$ cat config.mk
export PLATFORM = sky130hd
export DESIGN_NAME = key_bounce_gen
export DESIGN_NICKNAME = d
export VERILOG_FILES = /design/src/rtl/key_bounce_gen.sv
export SDC_FILE = /design/constraint.sdc
export NUM_CORES = 1
export LEC_CHECK = 0
export BUFFER_PORTS_ARGS = -buffer_cell sky130_fd_sc_hd__buf_4
export CAP_MARGIN = 10
export CORE_ASPECT_RATIO = 1.2
export CORE_MARGIN = 1.5
export CORE_UTILIZATION = 50
export CTS_CLUSTER_DIAMETER = 30
export DETAILED_ROUTE_END_ITERATION = 8
export PLACE_DENSITY = 0.7
export RECOVER_POWER = 100
export SLEW_MARGIN = 20
export SYNTH_ARGS = -nofsm -noshare
export SYNTH_HDL_FRONTEND = slang
export SYNTH_SLANG_ARGS = --single-unit
$ cat constraint.sdc
create_clock -name clk -period 2.53 [get_ports clk]
set_clock_uncertainty 0.2 [all_clocks]
set_input_delay 0.506 -clock clk [delete_from_list [all_inputs] [get_ports clk]]
set_output_delay 0.506 -clock clk [all_outputs]
set_load 0.005 [all_outputs]
$ cat src/rtl/key_bounce_gen.sv
// Emulates a mechanical push-button: bouncing falling edge, timed hold, bouncing rising edge, settle.
// Bounce segment lengths come from a free-running LFSR; all outputs are registered.
module key_bounce_gen #(
  parameter logic [19:0] TICK_DIV    = 20'd999_999,
  parameter int          BOUNCE_N    = 6,
  parameter logic [11:0] BOUNCE_MASK = 12'hFFF,
  parameter logic [15:0] SEED        = 16'hACE1
) (
  input  logic       clk,
  input  logic       rst,
  input  logic       start,
  input  logic [7:0] press_ticks,
  output logic       key,
  output logic       busy,
  output logic       done,
  output logic [7:0] press_cnt
);

  typedef enum logic [2:0] {IDLE, FALL_BOUNCE, HOLD, RISE_BOUNCE, SETTLE} state_t;

  localparam logic [15:0] SEED_EFF = (SEED == 16'h0000) ? 16'h0001 : SEED;
  localparam logic [7:0]  BN       = BOUNCE_N[7:0];

  state_t      state_q;
  logic [15:0] lfsr_q, lfsr_d;
  logic [12:0] seg_q, seg_d;
  logic [19:0] div_q;
  logic [7:0]  tcnt_q;
  logic [7:0]  ticks_q;
  logic [7:0]  bcnt_q;
  logic        key_q, busy_q, done_q;
  logic [7:0]  cnt_q;

  // x^16+x^14+x^13+x^11+1, shifting toward bit 0
  always_comb begin
    lfsr_d = {lfsr_q[0] ^ lfsr_q[2] ^ lfsr_q[3] ^ lfsr_q[5], lfsr_q[15:1]};
    seg_d  = {1'b0, lfsr_q[11:0] & BOUNCE_MASK} + 13'd1;
  end

  always_ff @(posedge clk or negedge rst) begin
    if (!rst) begin
      state_q <= IDLE;
      lfsr_q  <= SEED_EFF;
      seg_q   <= '0;
      div_q   <= '0;
      tcnt_q  <= '0;
      ticks_q <= '0;
      bcnt_q  <= '0;
      key_q   <= 1'b1;
      busy_q  <= 1'b0;
      done_q  <= 1'b0;
      cnt_q   <= '0;
    end else begin
      lfsr_q <= lfsr_d;
      done_q <= 1'b0;
      case (state_q)
        IDLE: begin
          if (start) begin
            ticks_q <= (press_ticks == 8'd0) ? 8'd1 : press_ticks;
            bcnt_q  <= BN;
            seg_q   <= seg_d;
            key_q   <= 1'b0;
            busy_q  <= 1'b1;
            state_q <= FALL_BOUNCE;
          end
        end
        FALL_BOUNCE, RISE_BOUNCE: begin
          if (seg_q == 13'd1) begin
            if (bcnt_q != 8'd0) begin
              key_q  <= ~key_q;
              bcnt_q <= bcnt_q - 8'd1;
              seg_q  <= seg_d;
            end else begin
              // even toggle count leaves key already at the phase's final level
              div_q   <= '0;
              tcnt_q  <= '0;
              state_q <= (state_q == FALL_BOUNCE) ? HOLD : SETTLE;
            end
          end else begin
            seg_q <= seg_q - 13'd1;
          end
        end
        HOLD: begin
          if (div_q == TICK_DIV) begin
            div_q <= '0;
            if (tcnt_q == ticks_q - 8'd1) begin
              key_q   <= 1'b1;
              bcnt_q  <= BN;
              seg_q   <= seg_d;
              state_q <= RISE_BOUNCE;
            end else begin
              tcnt_q <= tcnt_q + 8'd1;
            end
          end else begin
            div_q <= div_q + 20'd1;
          end
        end
        SETTLE: begin
          if (div_q == TICK_DIV) begin
            div_q <= '0;
            if (tcnt_q == 8'd1) begin
              busy_q  <= 1'b0;
              done_q  <= 1'b1;
              cnt_q   <= cnt_q + 8'd1;
              state_q <= IDLE;
            end else begin
              tcnt_q <= tcnt_q + 8'd1;
            end
          end else begin
            div_q <= div_q + 20'd1;
          end
        end
        default: state_q <= IDLE;
      endcase
    end
  end

  assign key       = key_q;
  assign busy      = busy_q;
  assign done      = done_q;
  assign press_cnt = cnt_q;

endmodule

==> impl_metrics.toml <==
[synthesis]
yosys.area.top_type = "dfrtp_1"
synthAdderAreaFrac = 0.0259
synth_top_family_by_area = "simple AND/OR/NAND/NOR gates"
synth_cells = 513
synth_compound_area_frac = 0.140
syn_nets = 534
synth_top_area_frac = 0.404
yosys.area_share.simple = 0.239
seq_area_frac_synth = 0.453
synth-xor-area-share = 0.0690
ys_types = 66
ys_warn_count = 0
synth_seq_cells = 87
synthArstFlopShare = 1.00
synthTopCellsByArea = "dfrtp_1, dfstp_2, nor2_1"
synth_edf_count = 0
mappedNetlistArea_mm2 = 0.00483
synth_ff_type = "dfrtp_1"
avgSynthCellArea_um2 = 9.41
synth_mux_area_frac = 0.0358

[sta]
fin_crit_ps = 2510
finalSetupViolations = 0
slew_headroom = 0.334
finalHoldViolCount = 0
drv_slew = 0
fin_crit_sh = 0.990
tightest_slew_ps = 999
clock.fmax_mhz = 399

[global_route]
grt_pass1_vias = 4195
antenna_found_initial = 0
grt_util_met2 = 0.384
overflow = 0
use_met1 = 0.305
grtUsageMet3 = 0.0393
grt.busiest_layer = "met2"
grt_use_total = 0.236
grt_max_degree = 41
grt_pass1_wl_mm = 19.5

[setup_path]
crit_type = "reg -> reg"
cp_max_fo = 10
critPathCaptureType = "flip-flop"
slowest_stage = "or4bb_1"
worstPathArrival_ps = 2540
crit_required_ps = 2560
crit_chain = "nor4_2 > nand2_1 > or4bb_1 > nand3_2 > nand3_4 > and3_4 > mux2_4"
cp_slowest_stage_delay_ps = 510
cp-start-kind = "flip-flop"

[cells_and_area]
final_common_cell = "dfrtp_1"
area_growth_pct = 20.7
fill_cells = 786
final_cell_mix = "dfrtp_1, buf_4, nor2_1"
antenna_cells = 0
drive_gt1_frac = 0.211
utilization = 0.615
nets = 599

[routing]
firstDrtPassIters = 5
wl_per_cell_um = 16.1
drc_errors = 0
drt_iter0_drc = 224
drtAntennaViolNets = 0
vias = 4172
vias_per_cell = 5.91
drt_wl_total_mm = 11.3

[pwr]
swShare = 0.291
switchingPower_mw = 1.08
p_seq_frac = 0.455
p_int_mw = 2.62
p_total_mw = 3.70
leakage_nw = 2.65
comb_power_share = 0.172
p_clk_frac = 0.373
powerDensity_mw_per_mm2 = 635
ir_drop_mv = 0.393

[die]
start_util = 0.510
design.core.area_mm2 = 0.00947
dieArea_mm2 = 0.0103
io_pins = 22
fp.dieW_um = 92.7
num_rows = 39
die_h_um = 111

[hold_path]
hold_path_class = "reg -> reg"

[clock_network]
clock_latency_ps = 350
cts_buffer_depth = 2
numCtsBuffers = 9
cts.clk_slew.worst_paths_ps = 70
cts_num_sinks = 87
cts_root_buf = "clkbuf_16"
tritoncts = "done"
htree_num_levels = 3

[placement]
dpl.hpwl_mm = 7.98
port_buffers = 21
gp_congestion = 0.895

[run_status]
status = "finished, final reports clean"

[flow_run]
maxCapViolations = 0
==> power by group through the flow <==
stage	Combinational [mW]	Clock (mW)	Sequential [mW]
3_5_place_dp	0.591	0	1.69
3_3_place_gp	0.571	0	1.69
6_report	0.636	1.38	1.68
4_1_cts	0.599	1.40	1.67
2_1_floorplan	0.359	0	1.66
5_1_grt	0.716	1.45	1.71
==> path summary, 6_finish.rpt <==
check                                             from                      to  slack (ps)  cells after the start
worst max register to register  ticks_q[1]$_DFFE_PN0P_   tcnt_q[1]$_DFFE_PN0P_          20                      7
min in group asynchronous                          rst  ticks_q[2]$_DFFE_PN0P_         690                      2
worst max-delay path            ticks_q[1]$_DFFE_PN0P_   tcnt_q[1]$_DFFE_PN0P_          20                      7
worst min register to register    lfsr_q[14]$_DFF_PN0_    lfsr_q[13]$_DFF_PN1_         150                      0
max in group asynchronous                          rst     lfsr_q[5]$_DFF_PN1_         370                      3
worst min-delay path              lfsr_q[14]$_DFF_PN0_    lfsr_q[13]$_DFF_PN1_         150                      0
==> metrics by stage <==
| step | cell area (um^2) | std cells | hold slack (ps) | setup TNS, ps | setup slack [ps] |
|---|---|---|---|---|---|
| after global routing | 5830 | 706 | 164 | -366 | -50.8 |
| after floorplan | 4830 | 513 | 10.4 | 0 | 117 |
| after CTS | 5730 | 700 | 153 | 0 | 7.73 |
| final | 5830 | 706 | 149 | 0 | 24.8 |
| after global placement | 5400 | 683 | 137 | 0 | 76.0 |
| after detailed placement | 5400 | 683 | 143 | 0 | 13.9 |
==> layout make-up <==
cell class,instances,area (um^2),share of cell area
clock inverters,7,80.1,0.0137
inverters,27,101,0.0174
repair buffers,69,523,0.0898
multi-input cells,384,2550,0.438
clock buffers,9,225,0.0387
well taps,123,154,0.0264
flip-flops and latches,87,2190,0.376
==> synthesized netlist by cell type, types with 3 or more instances <==
master    number
dfrtp_1       78
o22ai_1        7
nand2b_1       7
inv_1         27
nand3_1       24
nand2_1       38
or4_1          3
and3_1        15
a31oi_1        8
xnor2_1       17
nor2b_1        6
and2_1         4
or2_2          4
xor2_1        21
clkbuf_1      10
or3_1          3
o21a_1         3
nor4_1         8
o21ai_0       35
mux2i_1        3
nor4b_1        4
nand4_1       21
a21o_1         4
dfstp_2        9
nor2_1        49
ha_1          10
a21oi_1       23
nor3_1        14
mux2_2        10
buf_2          3
==> cells by family after synthesis <==
logic type,count (synthesis)
DFF,87
muxes,15
buffers and inverters,42
and+or+nand+nor,215
xor gates and xnor gates,38
adders and majority gates,10
AOI/OAI and AO/OA,106
==> what timing repair did <==
item | CTS | global route
endpoints found under the hold margin | 36 | 0
gates resized for setup | 3 | 17
endpoints found under the setup margin | 10 | 34
pin swaps | 1 | 9
buffers inserted | 0 | 6
hold buffers | 1 | 0
==> flip-flops by register name, summed over array words and instances, names as in the netlist <==
signal / flops
press_cnt: 8
busy: 1
bcnt_q: 8
state_q: 3
key: 1
seg_q: 13
div_q: 20
done: 1
tcnt_q: 8
lfsr_q: 16
ticks_q: 8
==> worst max-delay path: cells and delay by family (launching register included) <==
kind	cells	cell delay [ps]
flip-flops	1	420
AND/OR/NAND/NOR	6	1470
multiplexers	1	290
==> metal layers <==
layer / vias to the layer above / share of wire
met5: - / 0
met4: 0 / 0.035
met3: 35 / 0.039
met2: 114 / 0.49
met1: 2041 / 0.43
li1: 1982 / -
Power figures use the tool's default switching activity.
